**src/rtl/fetch_pkg.sv**
```systemverilog
// fetch_pkg: shared FSM state type and thread-id width helper for fetch_mt.
package fetch_pkg;

    typedef enum logic [1:0] {IDLE, BUS, RESP} state_t;

    function automatic int id_w(input int n);
        return (n > 1) ? $clog2(n) : 1;
    endfunction

endpackage

```
**src/rtl/fetch_mt_rr_arbiter.sv**
```systemverilog
// rr_arbiter: combinational round-robin pick, searching upward from last_grant+1.
module rr_arbiter
    import fetch_pkg::*;
#(
    parameter int THREADS = 4,
    localparam int IW = id_w(THREADS)
) (
    input  logic [THREADS-1:0] req,
    input  logic [IW-1:0]      last_grant,
    output logic [THREADS-1:0] gnt,
    output logic [IW-1:0]      gnt_id
);

    // Walk from farthest to nearest so the closest requester overwrites the rest.
    always_comb begin
        gnt_id = '0;
        for (int i = THREADS; i >= 1; i--) begin
            if (req[IW'((int'(last_grant) + i) % THREADS)]) begin
                gnt_id = IW'((int'(last_grant) + i) % THREADS);
            end
        end
        gnt = '0;
        gnt[gnt_id] = |req;
    end

endmodule

```
**src/rtl/fetch_mt.sv**
```systemverilog
// fetch_mt: multi-thread fetch unit, round-robin arbitration onto one W-bus master.
// Define FETCH_TIMEOUT_EN to abort bus cycles after TIMEOUT wait cycles with err_o.
module fetch_mt
    import fetch_pkg::*;
#(
    parameter int THREADS = 4,
    parameter int AW      = 32,
    parameter int DW      = 32,
    parameter int TIMEOUT = 255
) (
    input  logic                  clk,
    input  logic                  rst_n,
    input  logic [THREADS-1:0]    req_i,
    input  logic [THREADS-1:0]    we_i,
    input  logic [THREADS*AW-1:0] addr_i,
    input  logic [THREADS*DW-1:0] data_i,
    output logic [DW-1:0]         data_o,
    output logic [THREADS-1:0]    ack_o,
    output logic [THREADS-1:0]    err_o,
    output logic [id_w(THREADS)-1:0] grant_o,
    output logic                  W_STB,
    output logic                  W_WRITE,
    output logic [AW-1:0]         W_ADDR,
    output logic [DW-1:0]         W_DATA_O,
    input  logic                  W_ACK,
    input  logic [DW-1:0]         W_DATA_I
);

    localparam int IW = id_w(THREADS);

    if (THREADS < 2) begin : g_bad_threads
        $error("THREADS must be >= 2");
    end
    if (TIMEOUT < 1) begin : g_bad_timeout
        $error("TIMEOUT must be >= 1");
    end

    state_t state_q, state_d;
    logic [IW-1:0] grant_q, grant_d, last_q, last_d, win_id;
    logic [THREADS-1:0] win, ack_q, ack_d;
    logic stb_q, stb_d, write_q, write_d;
    logic [AW-1:0] addr_q, addr_d;
    logic [DW-1:0] wdata_q, wdata_d, rdata_q, rdata_d;
    logic [THREADS-1:0][AW-1:0] addr_a;
    logic [THREADS-1:0][DW-1:0] data_a;

    assign addr_a = addr_i;
    assign data_a = data_i;

    rr_arbiter #(.THREADS(THREADS)) u_arb (
        .req        (req_i),
        .last_grant (last_q),
        .gnt        (win),
        .gnt_id     (win_id)
    );

`ifdef FETCH_TIMEOUT_EN
    localparam int CW = $clog2(TIMEOUT + 1);
    logic [CW-1:0] cnt_q, cnt_d;
    logic [THREADS-1:0] err_q, err_d;
    logic expire;
    // Expiry fires on the edge where the count would reach TIMEOUT.
    assign expire = cnt_q == CW'(TIMEOUT - 1);
    assign err_o  = err_q;
`else
    assign err_o = '0;
`endif

    always_comb begin
        state_d = state_q;
        grant_d = grant_q;
        last_d  = last_q;
        stb_d   = stb_q;
        write_d = write_q;
        addr_d  = addr_q;
        wdata_d = wdata_q;
        rdata_d = rdata_q;
        ack_d   = '0;
`ifdef FETCH_TIMEOUT_EN
        err_d   = '0;
        cnt_d   = cnt_q;
`endif
        case (state_q)
            IDLE: if (|win) begin
                state_d = BUS;
                grant_d = win_id;
                stb_d   = 1'b1;
                write_d = we_i[win_id];
                addr_d  = addr_a[win_id];
                wdata_d = data_a[win_id];
`ifdef FETCH_TIMEOUT_EN
                cnt_d   = '0;
`endif
            end
            BUS: if (W_ACK) begin
                state_d        = RESP;
                stb_d          = 1'b0;
                ack_d[grant_q] = 1'b1;
                rdata_d        = write_q ? rdata_q : W_DATA_I;
            end
`ifdef FETCH_TIMEOUT_EN
            else if (expire) begin
                state_d        = RESP;
                stb_d          = 1'b0;
                ack_d[grant_q] = 1'b1;
                err_d[grant_q] = 1'b1;
                rdata_d        = '0;
            end else begin
                cnt_d = cnt_q + 1'b1;
            end
`endif
            RESP: begin
                state_d = IDLE;
                last_d  = grant_q;
            end
            default: state_d = IDLE;
        endcase
    end

    always_ff @(posedge clk or negedge rst_n) begin
        if (!rst_n) begin
            state_q <= IDLE;
            grant_q <= '0;
            last_q  <= IW'(THREADS - 1);
            stb_q   <= 1'b0;
            write_q <= 1'b0;
            addr_q  <= '0;
            wdata_q <= '0;
            rdata_q <= '0;
            ack_q   <= '0;
`ifdef FETCH_TIMEOUT_EN
            err_q   <= '0;
            cnt_q   <= '0;
`endif
        end else begin
            state_q <= state_d;
            grant_q <= grant_d;
            last_q  <= last_d;
            stb_q   <= stb_d;
            write_q <= write_d;
            addr_q  <= addr_d;
            wdata_q <= wdata_d;
            rdata_q <= rdata_d;
            ack_q   <= ack_d;
`ifdef FETCH_TIMEOUT_EN
            err_q   <= err_d;
            cnt_q   <= cnt_d;
`endif
        end
    end

    assign data_o   = rdata_q;
    assign ack_o    = ack_q;
    assign grant_o  = grant_q;
    assign W_STB    = stb_q;
    assign W_WRITE  = write_q;
    assign W_ADDR   = addr_q;
    assign W_DATA_O = wdata_q;

endmodule

```
**config.mk**
```make
export PLATFORM = sky130hd
export DESIGN_NAME = fetch_mt
export DESIGN_NICKNAME = d
export VERILOG_FILES = /design/src/rtl/fetch_pkg.sv /design/src/rtl/fetch_mt_rr_arbiter.sv /design/src/rtl/fetch_mt.sv
export SDC_FILE = /design/constraint.sdc
export NUM_CORES = 1
export LEC_CHECK = 0
export BUFFER_PORTS_ARGS = -buffer_cell sky130_fd_sc_hd__buf_4
export CAP_MARGIN = 20
export CORE_UTILIZATION = 24
export DETAILED_ROUTE_END_ITERATION = 10
export PLACE_DENSITY = 0.63
export SYNTH_ARGS = -nofsm -noshare
export SYNTH_HDL_FRONTEND = slang
export SYNTH_SLANG_ARGS = --single-unit
```
**constraint.sdc**
```tcl
create_clock -name clk -period 1.96 [get_ports clk]
set_clock_uncertainty 0.05 [all_clocks]
set_input_delay 0.098 -clock clk [delete_from_list [all_inputs] [get_ports clk]]
set_output_delay 0.098 -clock clk [all_outputs]
set_load 0.01 [all_outputs]
```
==> impl_table.tex <==
\begin{tabular}{lr}
\hline
Metric & Value \\
\hline
\multicolumn{2}{l}{\textbf{Outcome}} \\
\quad Status & finished, violations left \\
\quad Violated checks & negative setup slack \\
\multicolumn{2}{l}{\textbf{Timing}} \\
\quad Timing-limited maximum frequency & 0.486 GHz \\
\quad Smallest hold slack & 0.0297 ns \\
\quad Rel. slew slack & 57.7\% \\
\quad Final clock period utilization by the worst path & 105\% \\
\quad Time the worst path needs with I/O delays and setup & 2.06 ns \\
\quad Worst path setup slack after routing & -0.0965 ns \\
\quad Transition time of the tightest slew-check pin & 0.634 ns \\
\quad Setup-failing EPs final & 48 \\
\quad Final hold violation count & 0 \\
\quad Setup repair after global routing missed its margin & true \\
\quad Max-slew violations & 0 \\
\multicolumn{2}{l}{\textbf{Clock tree}} \\
\quad CTS Buf Count & 9 \\
\quad H-tree levels & 3 \\
\quad Clock transition at path regs & 0.08 ns \\
\quad Worst-skew pair later-pin latency & 0.36 ns \\
\quad Buffer cell driving the clock tree root & clkbuf\_16 \\
\quad TritonCTS clock tree & built \\
\quad Clock Path Buffers & 2 \\
\quad Number of sinks driven by the clock tree & 108 \\
\multicolumn{2}{l}{\textbf{Detailed routing}} \\
\quad Count of nets left with antenna violations after detail routing & 0 \\
\quad Violation count after the first detailed-route iteration & 537 \\
\quad DR pass1 iterations & 4 \\
\quad Routed wire length & 28.3 mm \\
\quad Avg Vias per Cell & 4.93 \\
\quad Routed length per instance & 19.9 µm \\
\quad Total number of vias & 7010 \\
\quad Count of unresolved DRC violations after routing & 0 \\
\multicolumn{2}{l}{\textbf{Placement}} \\
\quad Port Buf Inserts & 402 \\
\quad Sum of net half-perimeters after detailed placement & 18.2 mm \\
\quad Number of instances in the placed design & 1348 \\
\quad Placer Congestion & 0.824 \\
\quad Placed Instance Area & 9700 µm² \\
\multicolumn{2}{l}{\textbf{Global route}} \\
\quad Maximum number of pins on one net before global-route repair & 109 \\
\quad Number of global-route vias before repair & 6924 \\
\quad Total global routing track utilization & 19.5\% \\
\quad Number of antenna violations at the first check in global routing & 1 \\
\quad Global-route wire length before repair & 39.0 mm \\
\quad Residual overflow from global routing & 0 \\
\multicolumn{2}{l}{\textbf{Synthesis}} \\
\quad Flops \& latches, synth & 108 \\
\quad Total standard cell area after synthesis & 6130 µm² \\
\quad EDFF count, synth & 0 \\
\quad Distinct cell type count after synthesis & 34 \\
\quad Average size of a mapped cell & 9.56 µm² \\
\quad Parity-gate share of the synthesized area counting xor and xnor cells & 0\% \\
\quad Fraction of the mapped netlist area in simple logic gates & 15.8\% \\
\quad Fraction of synthesized area in multiplexers & 16.7\% \\
\quad Warnings from Yosys & 0 \\
\quad Post-synthesis share of cell area spent on full adders, half adders and majority gates & 0\% \\
\quad Fraction of the mapped netlist area in compound gates & 17.3\% \\
\quad Most common flop cell mapped by yosys & dfrtp\_1 \\
\quad Async set or reset register ratio after synthesis & 100\% \\
\quad Main combinational cell family by area after synthesis & compound AO/OA/AOI/OAI gates \\
\quad Fraction of the yosys area taken by sequential cells & 44.1\% \\
\quad Count of mapped cells out of synthesis & 641 \\
\multicolumn{2}{l}{\textbf{Die}} \\
\quad Die Width & 162 µm \\
\quad Starting density of the core & 24.4\% \\
\quad Die span in y & 162 µm \\
\quad Core area & 25100 µm² \\
\quad Boundary Pins & 407 \\
\quad Number of core rows & 58 \\
\quad Total die area & 26200 µm² \\
\multicolumn{2}{l}{\textbf{Cells and area}} \\
\quad Final standard cell count with taps included and fillers excluded & 1423 \\
\quad Final \#Nets & 1387 \\
\quad Area growth from synthesis to final layout & 85.0\% \\
\quad Antenna diode instance count & 0 \\
\quad Most common cell after layout, fill and taps aside & buf\_4 \\
\quad Fin area & 11300 µm² \\
\quad Ratio of cells with drive above 1 in the final layout & 53.9\% \\
\quad Share of the core filled with cells & 45.2\% \\
\quad Commonest cells after routing, fill and taps aside & buf\_4 (416), dfrtp\_1 (106), a211oi\_1 (90), nand2\_1 (72) \\
\multicolumn{2}{l}{\textbf{Critical path}} \\
\quad Critical Path Source & last\_q[0] \\
\quad Critical Path Start Type & flip-flop \\
\quad Worst R2R Path Depth & 9 \\
\quad CP Data Arrival Time & 2.23 ns \\
\quad CP Capture Type & flip-flop \\
\quad Capturing instance or port of the critical path & W\_ADDR[15] \\
\quad Largest fanout on the critical path & 7 \\
\quad CP Data Required Time & 2.14 ns \\
\quad Reg2reg start & last\_q[0] \\
\quad Endpoint of the worst-slack reg-to-reg timing path & W\_ADDR[15] \\
\quad Crit Path Class & flip-flop to flip-flop \\
\quad Standard cell with the maximum stage delay on the critical path & dfstp\_2 \\
\quad Critical Path, Cell by Cell & nand2b\_4, a21oi\_4, buf\_6, nor3\_4, buf\_6, buf\_12, buf\_12, mux2i\_2, a211oi\_2 \\
\quad Worst path max stage delay & 0.54 ns \\
\quad Register-to-register setup slack & -0.1 ns \\
\multicolumn{2}{l}{\textbf{Run}} \\
\quad Max-capacitance violation count & 0 \\
\multicolumn{2}{l}{\textbf{Pwr}} \\
\quad Worst vdd ir & 0.779 mV \\
\quad Total leakage power & 5.13 nW \\
\quad Pwr/cell area & 1370 nW/µm² \\
\multicolumn{2}{l}{\textbf{Worst hold path}} \\
\quad Hold Crit Class & input port to flip-flop \\
\hline
\end{tabular}
[timing repair]
| item | CTS | global route |
|---|---|---|
| hold endpoints to repair | 140 | 1 |
| pin swaps | 15 | 20 |
| setup buffers | 8 | 3 |
| hold buffers | 35 | 1 |
| setup endpoints to repair | 65 | 66 |
| gates cloned | 4 | 9 |
| resized for setup | 29 | 102 |
[metal layers]
metal	global-route usage [%]	vias to the layer above	wire length, µm
met2	34.1	369	14300
met1	22.6	3350	10800
met5	0	-	12
met3	4.80	56	2120
li1	-	3233	-
met4	8.10	2	1030
[how the worst min path moves through the flow]
stage                    start            to  depth (start not counted)
finish              data_i[24]  W_DATA_O[24]                          3
global route        data_i[82]  W_DATA_O[18]                          3
CTS                  data_i[5]   W_DATA_O[5]                          3
detailed placement       rst_n  W_DATA_O[18]                          2
global placement         rst_n  W_DATA_O[18]                          2
floorplan                rst_n     W_ADDR[0]                          0
[worst max-delay path: cells and delay by family, from the launching register on]
kind | cells | cell delay [ns]
and+or+nand+nor | 2 | 0.33
AOI/OAI and AO/OA | 2 | 0.16
DFF | 1 | 0.54
muxes | 1 | 0.26
buffers and inverters | 4 | 0.56
[area by class of cell]
| type | count | area, µm² |
|---|---|---|
| Tap cell | 330 | 413 |
| Sequential cell | 108 | 2710 |
| Clock inverter | 6 | 53.8 |
| Multi-Input combinational cell | 468 | 3600 |
| Fill cell | 2395 | 13800 |
| Timing Repair Buffer | 497 | 4320 |
| Inverter | 4 | 15.0 |
| Clock buffer | 10 | 229 |
[synth_stat cells (3+ instances only)]
master | number | share of area (%)
a211oi_1 | 130 | 16
dfrtp_1 | 106 | 43
nand2_1 | 72 | 4.4
nor2_1 | 67 | 4.1
nor3_1 | 66 | 5.4
mux2i_1 | 65 | 11
clkbuf_1 | 21 | 1.3
mux2_2 | 21 | 3.9
buf_2 | 18 | 1.5
mux2_1 | 12 | 2.2
buf_4 | 10 | 1.2
buf_1 | 8 | 0.49
buf_6 | 7 | 1.3
nand2b_1 | 5 | 0.51
a21oi_1 | 4 | 0.33
inv_1 | 4 | 0.24
o21ai_0 | 3 | 0.24
[report_power, final]
| part | leakage (nW) | internal, mW | switching [mW] | total [mW] |
|---|---|---|---|---|
| Sequential | 1.24 | 3.36 | 0.688 | 4.04 |
| Combinational | 3.75 | 4.94 | 4.71 | 9.66 |
| Clock | 0.141 | 0.895 | 0.970 | 1.87 |
[kinds of logic (layout without fill, tap and decap cells)]
group                  Yosys count  in the layout
buffers and inverters           68            517
muxes                           98             98
DFF                            108            108
other                            1              4
AOI/OAI and AO/OA              144            144
and+or+nand+nor                222            222
[stage by stage]
step                      power (mW)  setup TNS, ns  setup WS (ns)
final                           15.6          -1.19        -0.0965
after global routing            16.4          -4.29         -0.128
after CTS                       14.4          -1.65        -0.0490
after detailed placement        11.8          -4.12         -0.185
after global placement          11.7          -2.00         -0.162
after floorplan                 8.00              0         0.0158
[flip-flops by register name, indices dropped and copies added, names as in the netlist]
register  count
W_ADDR       32
W_DATA_O     32
data_o       32
ack_o         4
grant_o       2
last_q        2
state_q       2
W_STB         1
W_WRITE       1
Power figures use the tool's default switching activity.
